**src/rtl/tt_design_scheduler.sv**
```systemverilog
// tt_design_scheduler
//
// Shares one 8-bit user IO bank between NUM_DESIGNS user modules. A select
// request (sel_valid/sel_ready) drains the outgoing design for GUARD_CYCLES
// with all clocks gated and the pads at 0. It then holds the incoming design
// in reset for RST_CYCLES and finally connects that design's io_out to the
// pads. Selecting the design that is already active restarts it (reset
// only, clocks untouched). Every output is registered.
//
// Ports:
//   clk         system clock
//   reset_n     asynchronous active-low reset
//   sel_valid   select request valid
//   sel_id      requested design index
//   sel_ready   scheduler can accept a request (high only in RUN)
//   des_io_out  flattened io_out of all designs, design k at [8k+7:8k]
//   des_clk_en  one-hot clock enable per design (gates io_in[0])
//   des_reset   per-design active-high reset (drives io_in[1])
//   io_out      registered pad output
//   active_id   currently connected design
//   busy        a switch or restart is in progress
//
// Optional feature, enabled by defining TT_SCHED_AUTO_ROTATE_EN:
//   auto_en     in  enables round-robin rotation after SLOT_CYCLES in RUN
//   sel_err     out sticky flag for an out-of-range sel_id, cleared by reset_n
//
// state | meaning
// ------+--------------------------------------------------------------
// IDLE  | reserved, falls through to RUN on the next cycle
// DRAIN | pads at 0, all clocks off, counting GUARD_CYCLES
// RST   | target clocked and held in reset, counting RST_CYCLES
// RUN   | active design connected to the pads, requests accepted

module tt_design_scheduler #(
    parameter int NUM_DESIGNS  = 4,
    parameter int ID_W         = 2,
    parameter int GUARD_CYCLES = 2,
    parameter int RST_CYCLES   = 4
`ifdef TT_SCHED_AUTO_ROTATE_EN
    ,
    parameter int SLOT_CYCLES  = 1000
`endif
) (
    input  logic                     clk,
    input  logic                     reset_n,
    input  logic                     sel_valid,
    input  logic [ID_W-1:0]          sel_id,
    output logic                     sel_ready,
    input  logic [8*NUM_DESIGNS-1:0] des_io_out,
    output logic [NUM_DESIGNS-1:0]   des_clk_en,
    output logic [NUM_DESIGNS-1:0]   des_reset,
    output logic [7:0]               io_out,
    output logic [ID_W-1:0]          active_id,
`ifdef TT_SCHED_AUTO_ROTATE_EN
    input  logic                     auto_en,
    output logic                     sel_err,
`endif
    output logic                     busy
);

    typedef enum logic [1:0] {
        IDLE  = 2'd0,
        DRAIN = 2'd1,
        RST   = 2'd2,
        RUN   = 2'd3
    } state_t;

    localparam logic [7:0] GUARD_INIT = 8'(GUARD_CYCLES);
    localparam logic [7:0] RST_INIT   = 8'(RST_CYCLES);

`ifdef TT_SCHED_AUTO_ROTATE_EN
    localparam int              SLOT_W    = (SLOT_CYCLES > 1) ? $clog2(SLOT_CYCLES) : 1;
    localparam logic [SLOT_W-1:0] SLOT_LAST = SLOT_W'(SLOT_CYCLES - 1);
`endif

    state_t                 state, state_nxt;
    logic [7:0]             cnt, cnt_nxt, cnt_dec;
    logic [ID_W-1:0]        target, target_nxt, active_nxt;
    logic [7:0]             io_nxt, cur_io;
    logic [NUM_DESIGNS-1:0] clk_en_nxt, reset_nxt;
    logic                   ready_nxt, busy_nxt;
    logic                   accept, in_range;
    logic                   go;
    logic [ID_W-1:0]        go_id;

`ifdef TT_SCHED_AUTO_ROTATE_EN
    logic [SLOT_W-1:0]      slot_cnt, slot_nxt;
    logic                   err_nxt;
    logic [ID_W-1:0]        next_id;
`endif

    function automatic logic [NUM_DESIGNS-1:0] onehot(input logic [ID_W-1:0] id);
        logic [NUM_DESIGNS-1:0] v;
        v = '0;
        for (int k = 0; k < NUM_DESIGNS; k++) begin
            v[k] = (id == ID_W'(k));
        end
        return v;
    endfunction

    assign accept   = sel_valid && sel_ready;
    assign in_range = (int'(sel_id) < NUM_DESIGNS);
    // Saturating decrement: the counter never wraps past 0.
    assign cnt_dec  = (cnt == 8'd0) ? 8'd0 : cnt - 8'd1;

`ifdef TT_SCHED_AUTO_ROTATE_EN
    assign next_id = (active_id == ID_W'(NUM_DESIGNS - 1)) ? '0 : active_id + 1'b1;
`endif

    always_comb begin
        cur_io = 8'h00;
        for (int k = 0; k < NUM_DESIGNS; k++) begin
            if (active_id == ID_W'(k)) begin
                cur_io = des_io_out[8*k +: 8];
            end
        end
    end

    always_comb begin
        state_nxt  = state;
        cnt_nxt    = cnt;
        target_nxt = target;
        active_nxt = active_id;
        io_nxt     = 8'h00;
        clk_en_nxt = des_clk_en;
        reset_nxt  = '1;
        ready_nxt  = 1'b0;
        busy_nxt   = 1'b1;
        go         = 1'b0;
        go_id      = sel_id;
`ifdef TT_SCHED_AUTO_ROTATE_EN
        slot_nxt   = '0;
        err_nxt    = sel_err;
`endif

        case (state)
            IDLE: begin
                state_nxt = RUN;
                reset_nxt = ~onehot(active_id);
                ready_nxt = 1'b1;
                busy_nxt  = 1'b0;
            end

            DRAIN: begin
                clk_en_nxt = '0;
                if (cnt_dec == 8'd0) begin
                    // Hand over to the new design: its clock starts with
                    // its reset still asserted.
                    state_nxt  = RST;
                    cnt_nxt    = RST_INIT;
                    active_nxt = target;
                    clk_en_nxt = onehot(target);
                end else begin
                    cnt_nxt = cnt_dec;
                end
            end

            RST: begin
                if (cnt_dec == 8'd0) begin
                    state_nxt = RUN;
                    cnt_nxt   = 8'd0;
                    reset_nxt = ~onehot(target);
                    ready_nxt = 1'b1;
                    busy_nxt  = 1'b0;
                end else begin
                    cnt_nxt = cnt_dec;
                end
            end

            RUN: begin
                io_nxt    = cur_io;
                reset_nxt = ~onehot(active_id);
                ready_nxt = 1'b1;
                busy_nxt  = 1'b0;
`ifdef TT_SCHED_AUTO_ROTATE_EN
                slot_nxt  = slot_cnt;
`endif
                if (accept) begin
                    // Out-of-range ids are consumed but change nothing.
                    go = in_range;
`ifdef TT_SCHED_AUTO_ROTATE_EN
                    if (!in_range) begin
                        err_nxt = 1'b1;
                    end
`endif
                end
`ifdef TT_SCHED_AUTO_ROTATE_EN
                // An accepted external request takes priority over expiry.
                else if (auto_en) begin
                    if (slot_cnt == SLOT_LAST) begin
                        go    = 1'b1;
                        go_id = next_id;
                    end else begin
                        slot_nxt = slot_cnt + 1'b1;
                    end
                end
`endif
                if (go) begin
                    target_nxt = go_id;
                    io_nxt     = 8'h00;
                    reset_nxt  = '1;
                    ready_nxt  = 1'b0;
                    busy_nxt   = 1'b1;
`ifdef TT_SCHED_AUTO_ROTATE_EN
                    slot_nxt   = '0;
`endif
                    if (go_id == active_id) begin
                        // Restart in place: no guard interval, clock kept on.
                        state_nxt = RST;
                        cnt_nxt   = RST_INIT;
                    end else begin
                        state_nxt  = DRAIN;
                        cnt_nxt    = GUARD_INIT;
                        clk_en_nxt = '0;
                    end
                end
            end

            default: begin
                state_nxt = RST;
                cnt_nxt   = RST_INIT;
            end
        endcase
    end

    always_ff @(posedge clk or negedge reset_n) begin
        if (!reset_n) begin
            state      <= RST;
            cnt        <= RST_INIT;
            target     <= '0;
            active_id  <= '0;
            io_out     <= 8'h00;
            des_clk_en <= onehot('0);
            des_reset  <= '1;
            sel_ready  <= 1'b0;
            busy       <= 1'b1;
`ifdef TT_SCHED_AUTO_ROTATE_EN
            slot_cnt   <= '0;
            sel_err    <= 1'b0;
`endif
        end else begin
            state      <= state_nxt;
            cnt        <= cnt_nxt;
            target     <= target_nxt;
            active_id  <= active_nxt;
            io_out     <= io_nxt;
            des_clk_en <= clk_en_nxt;
            des_reset  <= reset_nxt;
            sel_ready  <= ready_nxt;
            busy       <= busy_nxt;
`ifdef TT_SCHED_AUTO_ROTATE_EN
            slot_cnt   <= slot_nxt;
            sel_err    <= err_nxt;
`endif
        end
    end

endmodule

```
**config.mk**
```make
export PLATFORM = sky130hd
export DESIGN_NAME = tt_design_scheduler
export DESIGN_NICKNAME = d
export VERILOG_FILES = /design/src/rtl/tt_design_scheduler.sv
export SDC_FILE = /design/constraint.sdc
export NUM_CORES = 1
export LEC_CHECK = 0
export BUFFER_PORTS_ARGS = -buffer_cell sky130_fd_sc_hd__buf_2
export CAP_MARGIN = 20
export CORE_MARGIN = 8
export CORE_UTILIZATION = 50
export CTS_BUF_LIST = sky130_fd_sc_hd__clkbuf_8
export DETAILED_ROUTE_END_ITERATION = 12
export PLACE_DENSITY = 0.77
export SETUP_SLACK_MARGIN = 0.3
export SKIP_LAST_GASP = 1
export SYNTH_ARGS = -nofsm -noshare
export SYNTH_HDL_FRONTEND = slang
export SYNTH_SLANG_ARGS = --single-unit
```
**constraint.sdc**
```tcl
create_clock -name clk -period 3.75 [get_ports clk]
set_input_delay 0.5625 -clock clk [delete_from_list [all_inputs] [get_ports clk]]
set_output_delay 0.5625 -clock clk [all_outputs]
set_load 0.01 [all_outputs]
```
==> results.sh <==
export IMPL_run_status="complete, no violations"
export IMPL_met3_wirelength_um=310
export IMPL_dr_wl_met2_mm=2.275
export IMPL_min_delay_path_class="in -> async"
export IMPL_die_w_um=76.96
export IMPL_finalWorstPathRequiredPeriod_ns=1.999
export IMPL_syn_cell_area_sq_um=1858
export IMPL_drc_errors=0
export IMPL_layout_drive_gt1_share_pct=39.13
export IMPL_fin_skew_ns=0.008219
export IMPL_cts_tree="built"
export IMPL_synthDistinctLibCells=48
export IMPL_power_frac_comb_pct=48.3
export IMPL_antenna_found_initial=0
export IMPL_wl_mm=4.707
export IMPL_top_layer_used="met4"
export IMPL_numCtsBuffers=5
export IMPL_boundaryPins=57
export IMPL_place_gp_congestion=0.8790
export IMPL_p_sw_uw=794.2
export IMPL_required_ns=3.95
export IMPL_io_buffer_count=56
export IMPL_track_usage_pct=16.76
export IMPL_grt_pass1_vias=1622
export IMPL_fmax_mhz=500.3
export IMPL_rsz0062_at_grt="no"
export IMPL_wl_met1_mm=2.053
export IMPL_holdBufCountCts=0
export IMPL_yosys_register_bits=32
export IMPL_yosysWarnings=0
export IMPL_setup_viol=0
export IMPL_cap_violations=0
export IMPL_internal_power_uw=1040
export IMPL_htree_levels=2
export IMPL_seqCellArea_sq_um=810.8
export IMPL_detail_route_antenna_nets=0
export IMPL_clkPwrFrac_pct=15.6
export IMPL_drt_iter0_markers=122
export IMPL_hold_viol=0
export IMPL_yosysTopAreaCellShare_pct=32.32
export IMPL_yosys_top_cells_area="dfrtp_1 32%, dfstp_2 11%, mux4_2 9.7%"
export IMPL_critPathMaxFanout=17
export IMPL_slew_headroom_pct=50.23
export IMPL_synth_edff_count=0
export IMPL_row_count=22
export IMPL_clk_pin_slew_ns=0.07
export IMPL_postCtsSetupRepairBufs=0
export IMPL_max_clock_path_buffers=2
export IMPL_leakagePower_uw=0.001029
export IMPL_syn_num_nets=219
export IMPL_drt_first_pass_iters=4
export IMPL_swShare_pct=43.30
export IMPL_synth_area_per_cell_sq_um=10.32
export IMPL_drv_slew=0
export IMPL_num_antenna_cells=0
export IMPL_cp_startpoint="active_id[0]$_DFFE_PN0P_"
export IMPL_core_area_sq_um=3606
export IMPL_clockRootBuffer="clkbuf_8"
export IMPL_fin_util_pct=62.04
export IMPL_crit_arrival_ns=2.20
export IMPL_die_h_um=76.96
export IMPL_nFillCells=307
export IMPL_synth_top_area_cell="dfrtp_1"
export IMPL_startpoint_type="flop"
export IMPL_area_growth_pct=20.40
export IMPL_cts_resized=0
export IMPL_num_vias=1584
export IMPL_place_hpwl_mm=3.514
export IMPL_die_area_sq_um=5923
export IMPL_ir_drop_mv=0.4532
export IMPL_reg2reg_from="active_id[0]$_DFFE_PN0P_"
export IMPL_worst_setup_path_type="reg -> reg"
export IMPL_multi_input_area_sq_um=963.4
export IMPL_finalNetCount=268
export IMPL_async_flop_share_pct=100.0
export IMPL_start_util_pct=51.53
export IMPL_grt_pass1_wl_mm=8.183
export IMPL_grt_overflow=0
export IMPL_wire_per_inst_um=16.93
export IMPL_clk_latency_ns=0.28
export IMPL_seqPwrFrac_pct=36.1
export IMPL_viasPerCell=5.698
export IMPL_synthFlopType="dfrtp_1"
export IMPL_cts_sinks=32
export IMPL_timing_final_crit_share_pct=53.31
export IMPL_synth_cells=180
export IMPL_setup_tns_final_ns=0
export IMPL_grt_max_degree=33
export IMPL_end_kind="flop"
export IMPL_seq_area_frac_synth_pct=43.64
export IMPL_p_per_area_nw_per_um2=819.9
export IMPL_worstMarginPinSlew_ns=0.7466
routing by layer:
| metal | GRT usage (%) | up-vias |
|---|---|---|
| met5 | 0 | - |
| met2 | 26.42 | 42 |
| met4 | 6.346 | 0 |
| met3 | 5.361 | 6 |
| li1 | - | 764 |
| met1 | 20.80 | 772 |
synthesized netlist by cell type, types with 2 or more instances:
cell type / count
nand3b_1: 2
nor2_1: 6
a31oi_1: 5
a21boi_0: 3
nand2_1: 14
o21ai_0: 17
mux4_2: 8
dfrtp_1: 24
nand4_1: 5
a21oi_1: 7
buf_2: 4
xnor2_1: 4
mux2_2: 2
a32o_1: 2
and3_1: 9
nand3_1: 7
nor3b_1: 3
o31ai_1: 2
inv_1: 4
clkbuf_1: 9
ha_1: 2
dfstp_2: 8
o211ai_1: 4
nor3_1: 2
nor2b_1: 3
a21o_1: 2
critical path, cell delays in order (launching register included):
cell and delay [ns]:
dfrtp_1 0.82, xnor2_1 0.23, a21oi_1 0.11, o21ai_0 0.52, nand2_1 0.13, o21ai_0 0.10
area by class of cell:
class	instances	share of cell area (%)
Timing Repair Buffer	57	12.86
Inverter	4	0.6711
Tap cell	48	2.685
Clock inverter	1	0.1678
Sequential cell	32	36.24
Multi-Input combinational cell	129	43.06
Clock buffer	7	4.306
per-stage QoR:
step                      total power, uW  setup slack [ns]  hold WS, ns  instances  instance area (sq um)
after floorplan                      1312             1.989       0.2669        180                   1858
after global placement               1538             1.795       0.4738        270                   2137
after detailed placement             1554             1.789       0.4781        270                   2137
after CTS                            1846             1.740       0.3456        278                   2237
after global routing                 1996             1.544       0.3914        278                   2237
final                                1834             1.751       0.3318        278                   2237
power groups by stage:
stage          clock network (uW)  logic, uW  registers, uW
6_report                      286        885            663
5_1_grt                       310        999            687
4_1_cts                       293        890            663
3_5_place_dp                    0        885            669
3_3_place_gp                    0        872            666
2_1_floorplan                   0        710            602
registers in the layout, indices dropped and copies added, names as in the netlist:
signal and cells:
target 2, des_reset 4, des_clk_en 4, busy 1
io_out 8, active_id 2, state 2, cnt 8
sel_ready 1
placed cells by master (no fill, tap or decap), drive strengths merged, types with 2 or more instances in the layout:
master,netlist,final
o211ai,4,4
buf,6,57
dfrtp,24,24
nand3,7,7
a21o,2,2
dfstp,8,8
mux4,8,8
inv,4,5
a21oi,7,7
nor3b,3,3
a31oi,5,5
and3,9,9
xnor2,4,4
nand2,14,14
clkbuf,9,7
o21ai,20,20
nor2b,3,3
nand3b,2,2
a32o,2,2
nand4,5,5
mux2,2,2
nor2,7,7
a21boi,3,3
ha,2,2
o31ai,2,2
nor3,3,3
cells by family after synthesis:
family	count (synthesis)	share of synthesized area (%)
buffers and inverters	19	4.511
multiplexers	11	11.45
AO/OA/AOI/OAI	49	17.24
XOR/XNOR	5	2.357
flip-flops	32	43.64
AND/OR/NAND/NOR	62	19.46
adder cells (fa/ha/maj)	2	1.347
worst paths after layout:
kind / slack (ns) / cells past startpoint / to
max in group asynchronous: 2.95 / 1 / cnt[4]$_DFFE_PN0P_
hold / removal: 0.33 / 1 / sel_ready$_DFF_PN0_
setup reg to reg: 1.75 / 5 / des_clk_en[3]$_DFFE_PN0P_
setup / recovery: 1.75 / 5 / des_clk_en[3]$_DFFE_PN0P_
min in group clk: 0.49 / 1 / des_clk_en[2]$_DFFE_PN0P_
hold reg to reg: 0.49 / 1 / des_clk_en[2]$_DFFE_PN0P_
(Power assumes the default switching activity.)
